File: config.mk
export PLATFORM = sky130hd
export DESIGN_NAME = fetch_queue_flat
export DESIGN_NICKNAME = d
export VERILOG_FILES = /design/src/rtl/fetch_queue_if.sv /design/src/rtl/fetch_queue.sv /design/src/flat_wrapper.sv
export SDC_FILE = /design/constraint.sdc
export NUM_CORES = 1
export LEC_CHECK = 0
export ABC_AREA = 1
export ABC_CLOCK_PERIOD_IN_PS = 2100
export CORE_MARGIN = 2
export CORE_UTILIZATION = 45
export CTS_CLUSTER_SIZE = 8
export DETAILED_ROUTE_END_ITERATION = 12
export GPL_TIMING_DRIVEN = 0
export HOLD_SLACK_MARGIN = 0.15
export PLACE_DENSITY = 0.63
export SLEW_MARGIN = 20
export SYNTH_ARGS = -nofsm -noshare
export SYNTH_HDL_FRONTEND = slang
export SYNTH_SLANG_ARGS = --single-unit
File: constraint.sdc
create_clock -name clk -period 2.1 [get_ports clk]
set_input_delay 0.21 -clock clk [delete_from_list [all_inputs] [get_ports clk]]
set_output_delay 0.21 -clock clk [all_outputs]
set_load 0.02 [all_outputs]
File: src/rtl/fetch_queue_if.sv
// Fetch-queue bus bundle: instruction-memory request/response, redirect input and decode handshake.
// master = fetch_queue side, slave = memory/decode environment side.
interface fetch_queue_if #(
  parameter int unsigned XLEN = 32
);

  logic            imem_req;
  logic [XLEN-1:0] imem_addr;
  logic [XLEN-1:0] imem_rdata;
  logic            redirect_en;
  logic [XLEN-1:0] redirect_pc;
  logic            out_valid;
  logic            out_ready;
  logic [XLEN-1:0] out_pc;
  logic [XLEN-1:0] out_instr;

  modport master (
    output imem_req,
    output imem_addr,
    input  imem_rdata,
    input  redirect_en,
    input  redirect_pc,
    output out_valid,
    input  out_ready,
    output out_pc,
    output out_instr
  );

  modport slave (
    input  imem_req,
    input  imem_addr,
    output imem_rdata,
    output redirect_en,
    output redirect_pc,
    input  out_valid,
    output out_ready,
    input  out_pc,
    input  out_instr
  );

endinterface

File: src/rtl/fetch_queue.sv
// Instruction-fetch unit with a DEPTH-entry prefetch buffer in front of a one-cycle instr_mem.
// Optional FETCH_STATS_EN adds saturating push/redirect counters (stat_fetched, stat_redirects).
module fetch_queue #(
  parameter int unsigned     XLEN     = 32,
  parameter int unsigned     DEPTH    = 4,
  parameter logic [XLEN-1:0] RESET_PC = '0,
  parameter int unsigned     PC_INC   = 1
) (
  input  logic           clk,
  input  logic           clr,
  fetch_queue_if.master  bus
`ifdef FETCH_STATS_EN
  ,
  output logic [31:0]    stat_fetched,
  output logic [31:0]    stat_redirects
`endif
);

  localparam int unsigned PTR_W = (DEPTH > 1) ? $clog2(DEPTH) : 1;
  localparam int unsigned CNT_W = $clog2(DEPTH + 1);
  localparam int unsigned OCC_W = CNT_W + 1;

  logic [XLEN-1:0]  fetch_pc_q, fetch_pc_d;
  logic [PTR_W-1:0] rd_ptr_q, rd_ptr_d;
  logic [PTR_W-1:0] wr_ptr_q, wr_ptr_d;
  logic [CNT_W-1:0] count_q, count_d;
  logic             inflight_q, inflight_d;
  logic [XLEN-1:0]  inflight_pc_q, inflight_pc_d;
  logic [XLEN-1:0]  buf_pc_q    [DEPTH];
  logic [XLEN-1:0]  buf_pc_d    [DEPTH];
  logic [XLEN-1:0]  buf_instr_q [DEPTH];
  logic [XLEN-1:0]  buf_instr_d [DEPTH];

  logic [OCC_W-1:0] occupancy_c;
  logic             issue_c;
  logic             push_c;
  logic             pop_c;
  logic             valid_c;

  // Credit check counts the in-flight response; same-cycle pops give no credit.
  assign occupancy_c = OCC_W'(count_q) + OCC_W'(inflight_q);
  assign issue_c     = !clr && !bus.redirect_en && (occupancy_c < OCC_W'(DEPTH));
  assign push_c      = inflight_q && !bus.redirect_en;
  assign valid_c     = (count_q != '0);
  assign pop_c       = valid_c && bus.out_ready && !bus.redirect_en;

  // Next-state: redirect flushes everything and takes priority over issue, push and pop.
  always_comb begin
    fetch_pc_d    = fetch_pc_q;
    rd_ptr_d      = rd_ptr_q;
    wr_ptr_d      = wr_ptr_q;
    count_d       = count_q;
    inflight_d    = 1'b0;
    inflight_pc_d = inflight_pc_q;
    buf_pc_d      = buf_pc_q;
    buf_instr_d   = buf_instr_q;

    if (bus.redirect_en) begin
      fetch_pc_d = bus.redirect_pc;
      rd_ptr_d   = '0;
      wr_ptr_d   = '0;
      count_d    = '0;
    end else begin
      if (issue_c) begin
        fetch_pc_d    = fetch_pc_q + XLEN'(PC_INC);
        inflight_d    = 1'b1;
        inflight_pc_d = fetch_pc_q;
      end

      if (push_c) begin
        buf_pc_d[wr_ptr_q]    = inflight_pc_q;
        buf_instr_d[wr_ptr_q] = bus.imem_rdata;
        wr_ptr_d              = wr_ptr_q + PTR_W'(1);
      end

      if (pop_c) begin
        rd_ptr_d = rd_ptr_q + PTR_W'(1);
      end

      case ({push_c, pop_c})
        2'b10:   count_d = count_q + CNT_W'(1);
        2'b01:   count_d = count_q - CNT_W'(1);
        default: count_d = count_q;
      endcase
    end
  end

  // State registers with synchronous clear.
  always_ff @(posedge clk) begin
    if (clr) begin
      fetch_pc_q    <= RESET_PC;
      rd_ptr_q      <= '0;
      wr_ptr_q      <= '0;
      count_q       <= '0;
      inflight_q    <= 1'b0;
      inflight_pc_q <= '0;
      for (int unsigned i = 0; i < DEPTH; i++) begin
        buf_pc_q[i]    <= '0;
        buf_instr_q[i] <= '0;
      end
    end else begin
      fetch_pc_q    <= fetch_pc_d;
      rd_ptr_q      <= rd_ptr_d;
      wr_ptr_q      <= wr_ptr_d;
      count_q       <= count_d;
      inflight_q    <= inflight_d;
      inflight_pc_q <= inflight_pc_d;
      buf_pc_q      <= buf_pc_d;
      buf_instr_q   <= buf_instr_d;
    end
  end

  assign bus.imem_req  = issue_c;
  assign bus.imem_addr = fetch_pc_q;
  assign bus.out_valid = valid_c;
  assign bus.out_pc    = valid_c ? buf_pc_q[rd_ptr_q]    : '0;
  assign bus.out_instr = valid_c ? buf_instr_q[rd_ptr_q] : '0;

`ifdef FETCH_STATS_EN
  logic [31:0] stat_fetched_q, stat_fetched_d;
  logic [31:0] stat_redirects_q, stat_redirects_d;

  // Saturating event counters.
  always_comb begin
    stat_fetched_d   = stat_fetched_q;
    stat_redirects_d = stat_redirects_q;
    if (push_c && (stat_fetched_q != '1)) begin
      stat_fetched_d = stat_fetched_q + 32'd1;
    end
    if (bus.redirect_en && (stat_redirects_q != '1)) begin
      stat_redirects_d = stat_redirects_q + 32'd1;
    end
  end

  always_ff @(posedge clk) begin
    if (clr) begin
      stat_fetched_q   <= '0;
      stat_redirects_q <= '0;
    end else begin
      stat_fetched_q   <= stat_fetched_d;
      stat_redirects_q <= stat_redirects_d;
    end
  end

  assign stat_fetched   = stat_fetched_q;
  assign stat_redirects = stat_redirects_q;
`endif

endmodule

File: src/flat_wrapper.sv
// flat-port wrapper written by rule: the top's interface ports become plain ports
module fetch_queue_flat 
#(
  parameter int unsigned     XLEN     = 32,
  parameter int unsigned     DEPTH    = 4,
  parameter logic [XLEN-1:0] RESET_PC = '0,
  parameter int unsigned     PC_INC   = 1
)
  (clk, clr, bus_imem_req, bus_imem_addr, bus_imem_rdata, bus_redirect_en, bus_redirect_pc, bus_out_valid, bus_out_ready, bus_out_pc, bus_out_instr);
  fetch_queue_if #(.XLEN(XLEN)) bus_i ();
  input  logic clk;
  input  logic clr;
  output wire logic [$bits(bus_i.imem_req)-1:0] bus_imem_req;
  output wire logic [$bits(bus_i.imem_addr)-1:0] bus_imem_addr;
  input wire logic [$bits(bus_i.imem_rdata)-1:0] bus_imem_rdata;
  input wire logic [$bits(bus_i.redirect_en)-1:0] bus_redirect_en;
  input wire logic [$bits(bus_i.redirect_pc)-1:0] bus_redirect_pc;
  output wire logic [$bits(bus_i.out_valid)-1:0] bus_out_valid;
  input wire logic [$bits(bus_i.out_ready)-1:0] bus_out_ready;
  output wire logic [$bits(bus_i.out_pc)-1:0] bus_out_pc;
  output wire logic [$bits(bus_i.out_instr)-1:0] bus_out_instr;
  assign bus_imem_req = bus_i.imem_req;
  assign bus_imem_addr = bus_i.imem_addr;
  assign bus_i.imem_rdata = bus_imem_rdata;
  assign bus_i.redirect_en = bus_redirect_en;
  assign bus_i.redirect_pc = bus_redirect_pc;
  assign bus_out_valid = bus_i.out_valid;
  assign bus_i.out_ready = bus_out_ready;
  assign bus_out_pc = bus_i.out_pc;
  assign bus_out_instr = bus_i.out_instr;
  fetch_queue #(.XLEN(XLEN), .DEPTH(DEPTH), .RESET_PC(RESET_PC), .PC_INC(PC_INC)) u_core (.clk(clk), .clr(clr), .bus(bus_i));
endmodule
# Word-level counts from Yosys, hierarchy flattened
# Index checks and enable logic that the tools add are counted.
[word_totals]
ff_bits = 328
in_bits = 68
output_inout_bits = 98
word_cells = 59
[op_classes]
addsub = 6
order_cmp = 4
eq_ne = 2
n_mux = 16
bitwise = 3
reduce_logical = 14
[op_table]
columns = ["op", "n"]
rows = [
  ["$mux 32", 9],
  ["$bwmux 128", 2],
  ["$bmux 32 s2", 2],
  ["$demux 32 s2", 1],
  ["$add 32x1->32 const B", 1],
  ["$ge 3x3->1 const B", 2],
  ["$logic_and 1x1->1", 6],
  ["$not 2->3", 2],
  ["$pmux 3 s2", 1],
  ["$add 2x1->2 const B", 2],
  ["$add 3x1->4", 1],
  ["$lt 4x3->1 const B", 1],
  ["$reduce_and 2->1", 2],
  ["$reduce_bool 2->1", 2],
  ["$add 3x1->3 const B", 1],
  ["$lt 3x1->1 const B", 1],
  ["$reduce_bool 3->1", 1],
  ["$sub 3x1->3 const B", 1],
  ["$eq 2x1->1 const B", 1],
  ["$eq 2x2->1 const B", 1],
  ["$logic_not 1->1", 2],
  ["$reduce_or 2->1", 1],
  ["$mux 1", 1],
  ["$not 1->1", 1],
]

# Logic depth before layout (Yosys ltp)
# Gate-level depths: netlist of run 1.
[logic_depth]
word_depth = 6
ltp_mapped = 11
mapped_depth_nobuf = 10

# Worst setup path before layout of run 1
# OpenSTA, ideal clock, no wires.
[synth_path]
path_type = "input -> register"
startpoint = "input port bus_redirect_en"
endpoint = "register u_core.count_q[2]"
setup_ns = 0.078
arrival_time_ns = 1.746
t_required_ns = 2.022
setup_slack_ns = 0.276
cell_stages = 11
n_path_buf = 1
path_cell_list = "buf_6 -> clkinv_1 -> nand2_1 -> nor2_1 -> ha_1 -> inv_1 -> fa_1 -> a21oi_1 -> o21ai_0 -> xor2_1 -> nor3_1"
[synth_between]
elab_chain_cells = 4
word_cells_on_any_way = 8
cone_classes = "2 x eq/ne; 1 x mux; 5 x reduce/logical"
[synth_lines]
columns = ["element", "line_no", "source"]
rows = [
  ["start: declaration", "flat_wrapper.sv:16", "input wire logic [$bits(bus_i.redirect_en)-1:0] bus_redirect_en;"],
  ["$logic_not 1->1 (*)", "fetch_queue.sv:45", "assign pop_c = valid_c && bus.out_ready && !bus.redirect_en;"],
  ["$logic_and 1x1->1 (*)", "fetch_queue.sv:45", ""],
  ["named net u_core.pop_c", "fetch_queue.sv:37", "logic pop_c;"],
  ["$eq 2x1->1 or $eq 2x2->1 (tied branches)", "fetch_queue.sv:80", "case ({push_c, pop_c})"],
  ["$pmux 3 s2 or $reduce_bool 2->1 (tied branches)", "-", ""],
  ["end signal: assignment", "fetch_queue.sv:105", "count_q <= count_d;"],
  ["end: declaration", "fetch_queue.sv:26", "logic [CNT_W-1:0] count_q, count_d;"],
]
# The timed path passes the listed nets; every way through them passes the cells marked *.
# A chain may end at the register's enable or synchronous reset.

# Final worst setup path of run 1
[layout_path]
startpoint = "register u_core.rd_ptr_q[0]"
endpoint = "output port bus_out_instr[14]"
[layout_between]
elab_chain_cells = 5
[layout_lines]
columns = ["element", "line_no", "source"]
rows = [
  ["start: declaration", "fetch_queue.sv:24", "logic [PTR_W-1:0] rd_ptr_q, rd_ptr_d;"],
  ["start signal: assignment", "fetch_queue.sv:103", "rd_ptr_q <= rd_ptr_d;"],
  ["$not 2->3 (implied by the code)", "fetch_queue.sv:117", "assign bus.out_instr = valid_c ? buf_instr_q[rd_ptr_q] : '0;"],
  ["$bmux 32 s2", "fetch_queue.sv:117", ""],
  ["$mux 32 (implied by the code) (2 in a row)", "fetch_queue.sv:117", ""],
  ["$mux 32", "fetch_queue.sv:117", ""],
  ["end: declaration", "flat_wrapper.sv:21", "output wire logic [$bits(bus_i.out_instr)-1:0] bus_out_instr;"],
]
# No other way between the ends. The select of a mux whose other input is x is not followed.

==> results of run 1 <==
metal layers:
layer / track usage, % / vias to the layer above
met1: 37.3 / 7123
li1: - / 7442
met5: 0 / -
met3: 4.90 / 128
met2: 48.7 / 603
met4: 11.4 / 0
flip-flops by register name, summed over array words and instances (netlist names):
name	count
u_core.bus.imem_addr	32
u_core.buf_instr_q	128
u_core.rd_ptr_q	2
u_core.count_q	3
u_core.buf_pc_q	128
u_core.wr_ptr_q	2
u_core.inflight_pc_q	32
u_core.inflight_q	1
power by group:
group	switching, mW	total (mW)	internal [mW]
Sequential	0.138	6.49	6.36
Combinational	0.660	1.06	0.400
Clock	2.59	6.63	4.04
Total	3.38	14.2	10.8
worst paths after layout:
path                                  startpoint                                    end  slack (ns)
min reg2reg  u_core.buf_instr_q[91]$_SDFFE_PP0P_    u_core.buf_instr_q[91]$_SDFFE_PP0P_        0.45
max reg2reg       u_core.count_q[1]$_SDFFE_PP0P_         u_core.count_q[2]$_SDFFE_PP0P_        0.11
max              u_core.rd_ptr_q[0]$_SDFFE_PP0P_                      bus_out_instr[14]       -0.02
min                              bus_redirect_en  u_core.bus.imem_addr[24]$_SDFFE_PP0P_        0.20
worst max-delay path, delay by kind of cell, from the launching register on:
kind	cells	cell delay (ns)
AO/OA/AOI/OAI	2	0.26
buffers and inverters	5	0.74
flip-flops	1	0.37
area by class of cell:
class,count,share of cell area (%)
Inverter,207,4.06
Buffer,168,6.16
Tap cell,442,2.87
Multi-Input combinational cell,1386,37.4
Timing Repair Buffer,181,8.97
Clock buffer,49,6.37
Sequential cell,328,34.1
kinds of logic after synthesis:
family | Yosys count | synth area share (%)
AOI/OAI and AO/OA | 795 | 27.3
buffers and inverters | 377 | 10.2
DFF | 328 | 44.7
and+or+nand+nor | 580 | 16.9
xor gates and xnor gates | 4 | 0.239
adders and majority gates | 7 | 0.648
repair_timing:
action	CTS	global route
buffers inserted	4	5
gates resized for setup	550	210
hold buffers	1	0
pin swaps	41	68
hold endpoints to repair	5	0
gates cloned	2	5
setup endpoints to repair	71	135
placed cells by master (no fill, tap or decap), types with 60 or more instances in the layout:
master	instances
o21ai_0	175
a21oi_1	387
clkdlybuf4s50_1	98
nor2_1	85
dfxtp_1	323
nand2_1	277
o21ai_1	88
nand3_1	185
clkbuf_1	79
buf_4	73
inv_1	202
a21oi_2	96
clkbuf_16	60
stage by stage:
step	TNS [ns]	util (%)
2_1_floorplan	0	-
3_3_place_gp	-68.08	52.1
3_5_place_dp	-69.97	52.1
4_1_cts	-0.693	57.4
5_1_grt	-1.95	59.5
6_report	-0.125	59.5
==> metrics.txt, run 1 <==
outcome finished, violations left; failing checks negative setup slack; Met3 Wirelength 3.50 mm; # nets final 2393; Initial Util 45.4%; hold-critical path depth 7; maximum vdd drop 0.512 mV; clock latency on the worst-skew pair 0.54 ns; ANT cells 0; H-tree depth 2; total congestion overflow 0; placed cell areas 16900 µm²; EDFF count, synth 0; Leak Pwr 6.61 nW; flops & latches, synth 328; CTS Buf Count 46; layout cells sized above 1 16.0%; Primary FF master, synth dfxtp_1; router iterations before antenna repair 5; cell count of the worst reg-to-reg path 10; CTS tree built; Slew Limit Fails 0; worst slack, placed -0.786 ns; top-count cell post-synth a21oi_1; Seq. cell area 6580 µm²; Core Box Area 32400 µm²; Final ANT Viol Nets 0; # clock sinks 328; Multi-input gate area 7210 µm²; Post-Place Cells 2697; Synth top cells by count 489 x a21oi_1, 328 x dfxtp_1, 277 x nand2_1; Setup Skew 0.0128 ns; Max Freq 471 MHz; setup violators final 8; Power, Total 14.2 mW; Netlist cell types 35; post-synthesis area per instance 7.02 µm²; critical path class flop to primary output; GRT Util Overall 29.0%; initial drt markers 1205; Worst-Margin Slew 0.830 ns; drt via density 5.54; crit path DAT 1.91 ns; first-pass GRT wire length 78.2 mm; Pwr Density 736 nW/µm²; worst hold slack 0.197 ns; CP dominant cell by count buf_12; DP Wirelength 35.7 mm; Hold Path Class input pin to flop; Final Non-Filler Cells 2761; highest metal used met4; Syn Nets 2166; CP peak stage delay 0.37 ns; Fillers 3024; share of the synthesized area in the top cell type 44.7%; area leader, netlist dfxtp_1; row count 66; Critical Path RT 1.89 ns; Clock Tree Root clkbuf_16; initial antenna violation count 0; WL final 51.0 mm; DR DRC count 0; Area growth syn-to-layout 31.2%; die width 185 µm; crit path cell chain inv_6, buf_12, buf_12, clkbuf_16, o21ai_1, a21oi_1, buf_4; die footprint 34100 µm²; met2 wire length 23.7 mm; largest net degree at the start of global routing 20; PortBufs 164; wire per inst 18.5 µm; Crit-path slowest cell dfxtp_4; Critical Path Start Type flop; I/O pins 166; Post-Syn Instances 2091; final hold violations 0; vias in the first global route 14.7k; Max Cap Violations 0; die height 185 µm; clk slew on worst S/H paths 0.05 ns; final worst slack -0.0222 ns; worst-path fanout max 7; Synth Warn # 0; RSZ-0062 raised after global routing yes; asr flop ratio synth 0%; Final Critical Period 2.12 ns; total number of vias 15.3k; Synth Cell Area 14700 µm²; fin area 19300 µm²; DRT met1 WL 21.9 mm; post-synthesis sequential area ratio 44.7%; period utilisation layout 101%; Worst setup EP type primary output; synth top area cells dfxtp_1 45%, a21oi_1 17%, o21ai_0 9.3%, nand2_1 7.1%, nand3_1 6.3%; Max clock buf depth 3; Placer Congestion 0.898; Slew HR 44.7%
No activity file was read; power rests on OpenSTA's default activity.
==> run 2: changes to the inputs <==
--- a/config.mk
+++ b/config.mk
@@ -9,7 +9,7 @@
 export ABC_CLOCK_PERIOD_IN_PS = 2100
 export CORE_MARGIN = 2
 export CORE_UTILIZATION = 45
-export CTS_CLUSTER_SIZE = 8
+export CTS_CLUSTER_SIZE = 12
 export DETAILED_ROUTE_END_ITERATION = 12
 export GPL_TIMING_DRIVEN = 0
 export HOLD_SLACK_MARGIN = 0.15
==> metrics.txt, run 2 (synthesized netlist as in run 1, its figures left out) <==
outcome finished, violations left (unchanged); failing checks negative setup slack (unchanged); clock latency on the worst-skew pair 0.52 ns (was 0.54 ns); Placer Congestion 0.898 (unchanged); # clock sinks 328 (unchanged); Pwr Density 735 nW/µm² (was 736 nW/µm²); period utilisation layout 102% (was 101%); PortBufs 164 (unchanged); CTS Buf Count 37 (was 46); Max clock buf depth 3 (unchanged); Worst setup EP type primary output (unchanged); Slew Limit Fails 0 (unchanged); Hold Path Class input pin to flop (unchanged); router iterations before antenna repair 6 (was 5); ANT cells 0 (unchanged); Critical Path Start Type flop (unchanged); final worst slack -0.0500 ns (was -0.0222 ns); Max Freq 465 MHz (was 471 MHz); GRT Util Overall 28.7% (was 29.0%); Max Cap Violations 0 (unchanged); die footprint 34100 µm² (unchanged); initial antenna violation count 0 (unchanged); WL final 50.0 mm (was 51.0 mm); CP dominant cell by count a21oi_2 (was buf_12); layout cells sized above 1 14.8% (was 16.0%); drt via density 5.44 (was 5.54); most common cell after layout, fill and taps aside a21oi_1 (unchanged); initial drt markers 1156 (was 1205); largest net degree at the start of global routing 20 (unchanged); clk slew on worst S/H paths 0.06 ns (was 0.05 ns); row count 66 (unchanged); # nets final 2380 (was 2393); total number of vias 15.1k (was 15.3k); CP peak stage delay 0.38 ns (was 0.37 ns); wire per inst 18.0 µm (was 18.5 µm); die width 185 µm (unchanged); Setup Skew 0.0112 ns (was 0.0128 ns); final hold violations 0 (unchanged); die height 185 µm (unchanged); Slew HR 45.2% (was 44.7%); Final Critical Period 2.15 ns (was 2.12 ns); commonest cells after routing, fill and taps aside 407 x a21oi_1, 324 x dfxtp_1, 277 x nand2_1 (was 387 x a21oi_1, 323 x dfxtp_1, 277 x nand2_1); H-tree depth 2 (unchanged); DR DRC count 0 (unchanged); I/O pins 166 (unchanged); setup violators final 5 (was 8); crit path cell chain buf_8, clkbuf_8, a21oi_2, o21ai_2, a21oi_2, buf_4 (was inv_6, buf_12, buf_12, clkbuf_16, o21ai_1, a21oi_1, buf_4); Leak Pwr 6.51 nW (was 6.61 nW); RSZ-0062 raised after global routing yes (unchanged); Critical Path RT 1.89 ns (about the same); maximum vdd drop 0.422 mV (was 0.512 mV); critical path class flop to primary output (unchanged); CTS tree built (unchanged); Initial Util 45.4% (unchanged); worst hold slack 0.209 ns (was 0.197 ns); crit path DAT 1.94 ns (was 1.91 ns); worst-path fanout max 10 (was 7); Final ANT Viol Nets 0 (unchanged); total congestion overflow 0 (unchanged); Core Box Area 32400 µm² (unchanged); Finished Core Util 58.6% (was 59.5%); Crit-path slowest cell dfxtp_4 (unchanged); Fillers 3068 (was 3024); largest registers u_core.buf_instr_q x128, u_core.buf_pc_q x128 (unchanged); Clock Tree Root clkbuf_16 (unchanged); Worst-Margin Slew 0.822 ns (was 0.830 ns); Worst Path Buf+Inv 3 (was 5); first-pass GRT wire length 77.6 mm (was 78.2 mm); Top delay family on crit path buffers and inverters (unchanged); DP Wirelength 35.7 mm (unchanged); vias in the first global route 14.5k (was 14.7k); Area growth syn-to-layout 29.2% (was 31.2%); R2R Setup Slk 0.16 ns (was 0.11 ns)
[run 2: changes by cell type in the layout (fill, tap and decap cells not counted), moves of 8 or more]
| cell | delta |
|---|---|
| clkbuf_8 | +8 |
| clkbuf_16 | -15 |
| a21oi_2 | -17 |
| o21ai_0 | +8 |
| o21ai_2 | -10 |
| a21oi_1 | +20 |
| clkinv_2 | +8 |
[run 2: final timing paths]
check | start | end | depth (start not counted)
setup reg to reg | u_core.wr_ptr_q[0]$_SDFFE_PP0P_ | u_core.buf_pc_q[99]$_SDFFE_PP0P_ | 6
hold / removal | bus_redirect_en | u_core.bus.imem_addr[24]$_SDFFE_PP0P_ | 7
setup / recovery | u_core.rd_ptr_q[0]$_SDFFE_PP0P_ | bus_out_pc[13] | 6
hold reg to reg | u_core.buf_instr_q[52]$_SDFFE_PP0P_ | u_core.buf_instr_q[52]$_SDFFE_PP0P_ | 2
[run 2: repair_timing]
action	CTS	global route
hold buffers	1	0
pin swaps	29	65
setup buffers	5	5
resized for setup	480	229
endpoints found under the setup margin	68	117
endpoints found under the hold margin	5	0
gates cloned	2	1
[run 2: routing by layer]
metal	wire (µm)	vias up	share of wire [%]	global-route usage, %
li1	-	7432	-	-
met1	21600	6977	43	37.6
met2	23000	572	46	47.9
met3	3570	105	7.1	4.45
met4	1800	0	3.6	10.7
met5	0	-	0	0
[run 2: cell type report]
class / count / area (µm²) / share of cell area (%)
multi-input cells: 1386 / 7080 / 37.3
flip-flops and latches: 328 / 6570 / 34.6
repair buffers: 178 / 1680 / 8.85
clock buffers: 54 / 1110 / 5.86
plain buffers: 167 / 1110 / 5.86
inverters: 207 / 782 / 4.12
well taps: 442 / 553 / 2.91
clock inverters: 11 / 86.3 / 0.455
[run 2: through the flow]
stage | cells | TNS [ns] | area, µm² | power [mW] | setup slack (ns)
finish | 2773 | -0.0984 | 19000 | 13.9 | -0.0500
global route | 2773 | -1.28 | 19000 | 14.4 | -0.0635
CTS | 2768 | -0.683 | 18400 | 14.0 | -0.0869
detailed placement | 2697 | -69.97 | 16900 | 7.62 | -0.786
global placement | 2697 | -68.08 | 16900 | 7.61 | -0.754
floorplan | 2091 | 0 | 14700 | 7.12 | 0.276
[run 2: worst min-delay path: stages]
cell and delay, ns:
buf_6 0.14, nand2_1 0.07, nand2_1 0.05, inv_1 0.04
nand2_1 0.04, nor2_1 0.08, nor2_1 0.04
[run 2: power by group]
group | switching [mW] | internal [mW]
Combinational | 0.656 | 0.397
Sequential | 0.138 | 6.34
Clock | 2.61 | 3.80
Total | 3.40 | 10.5
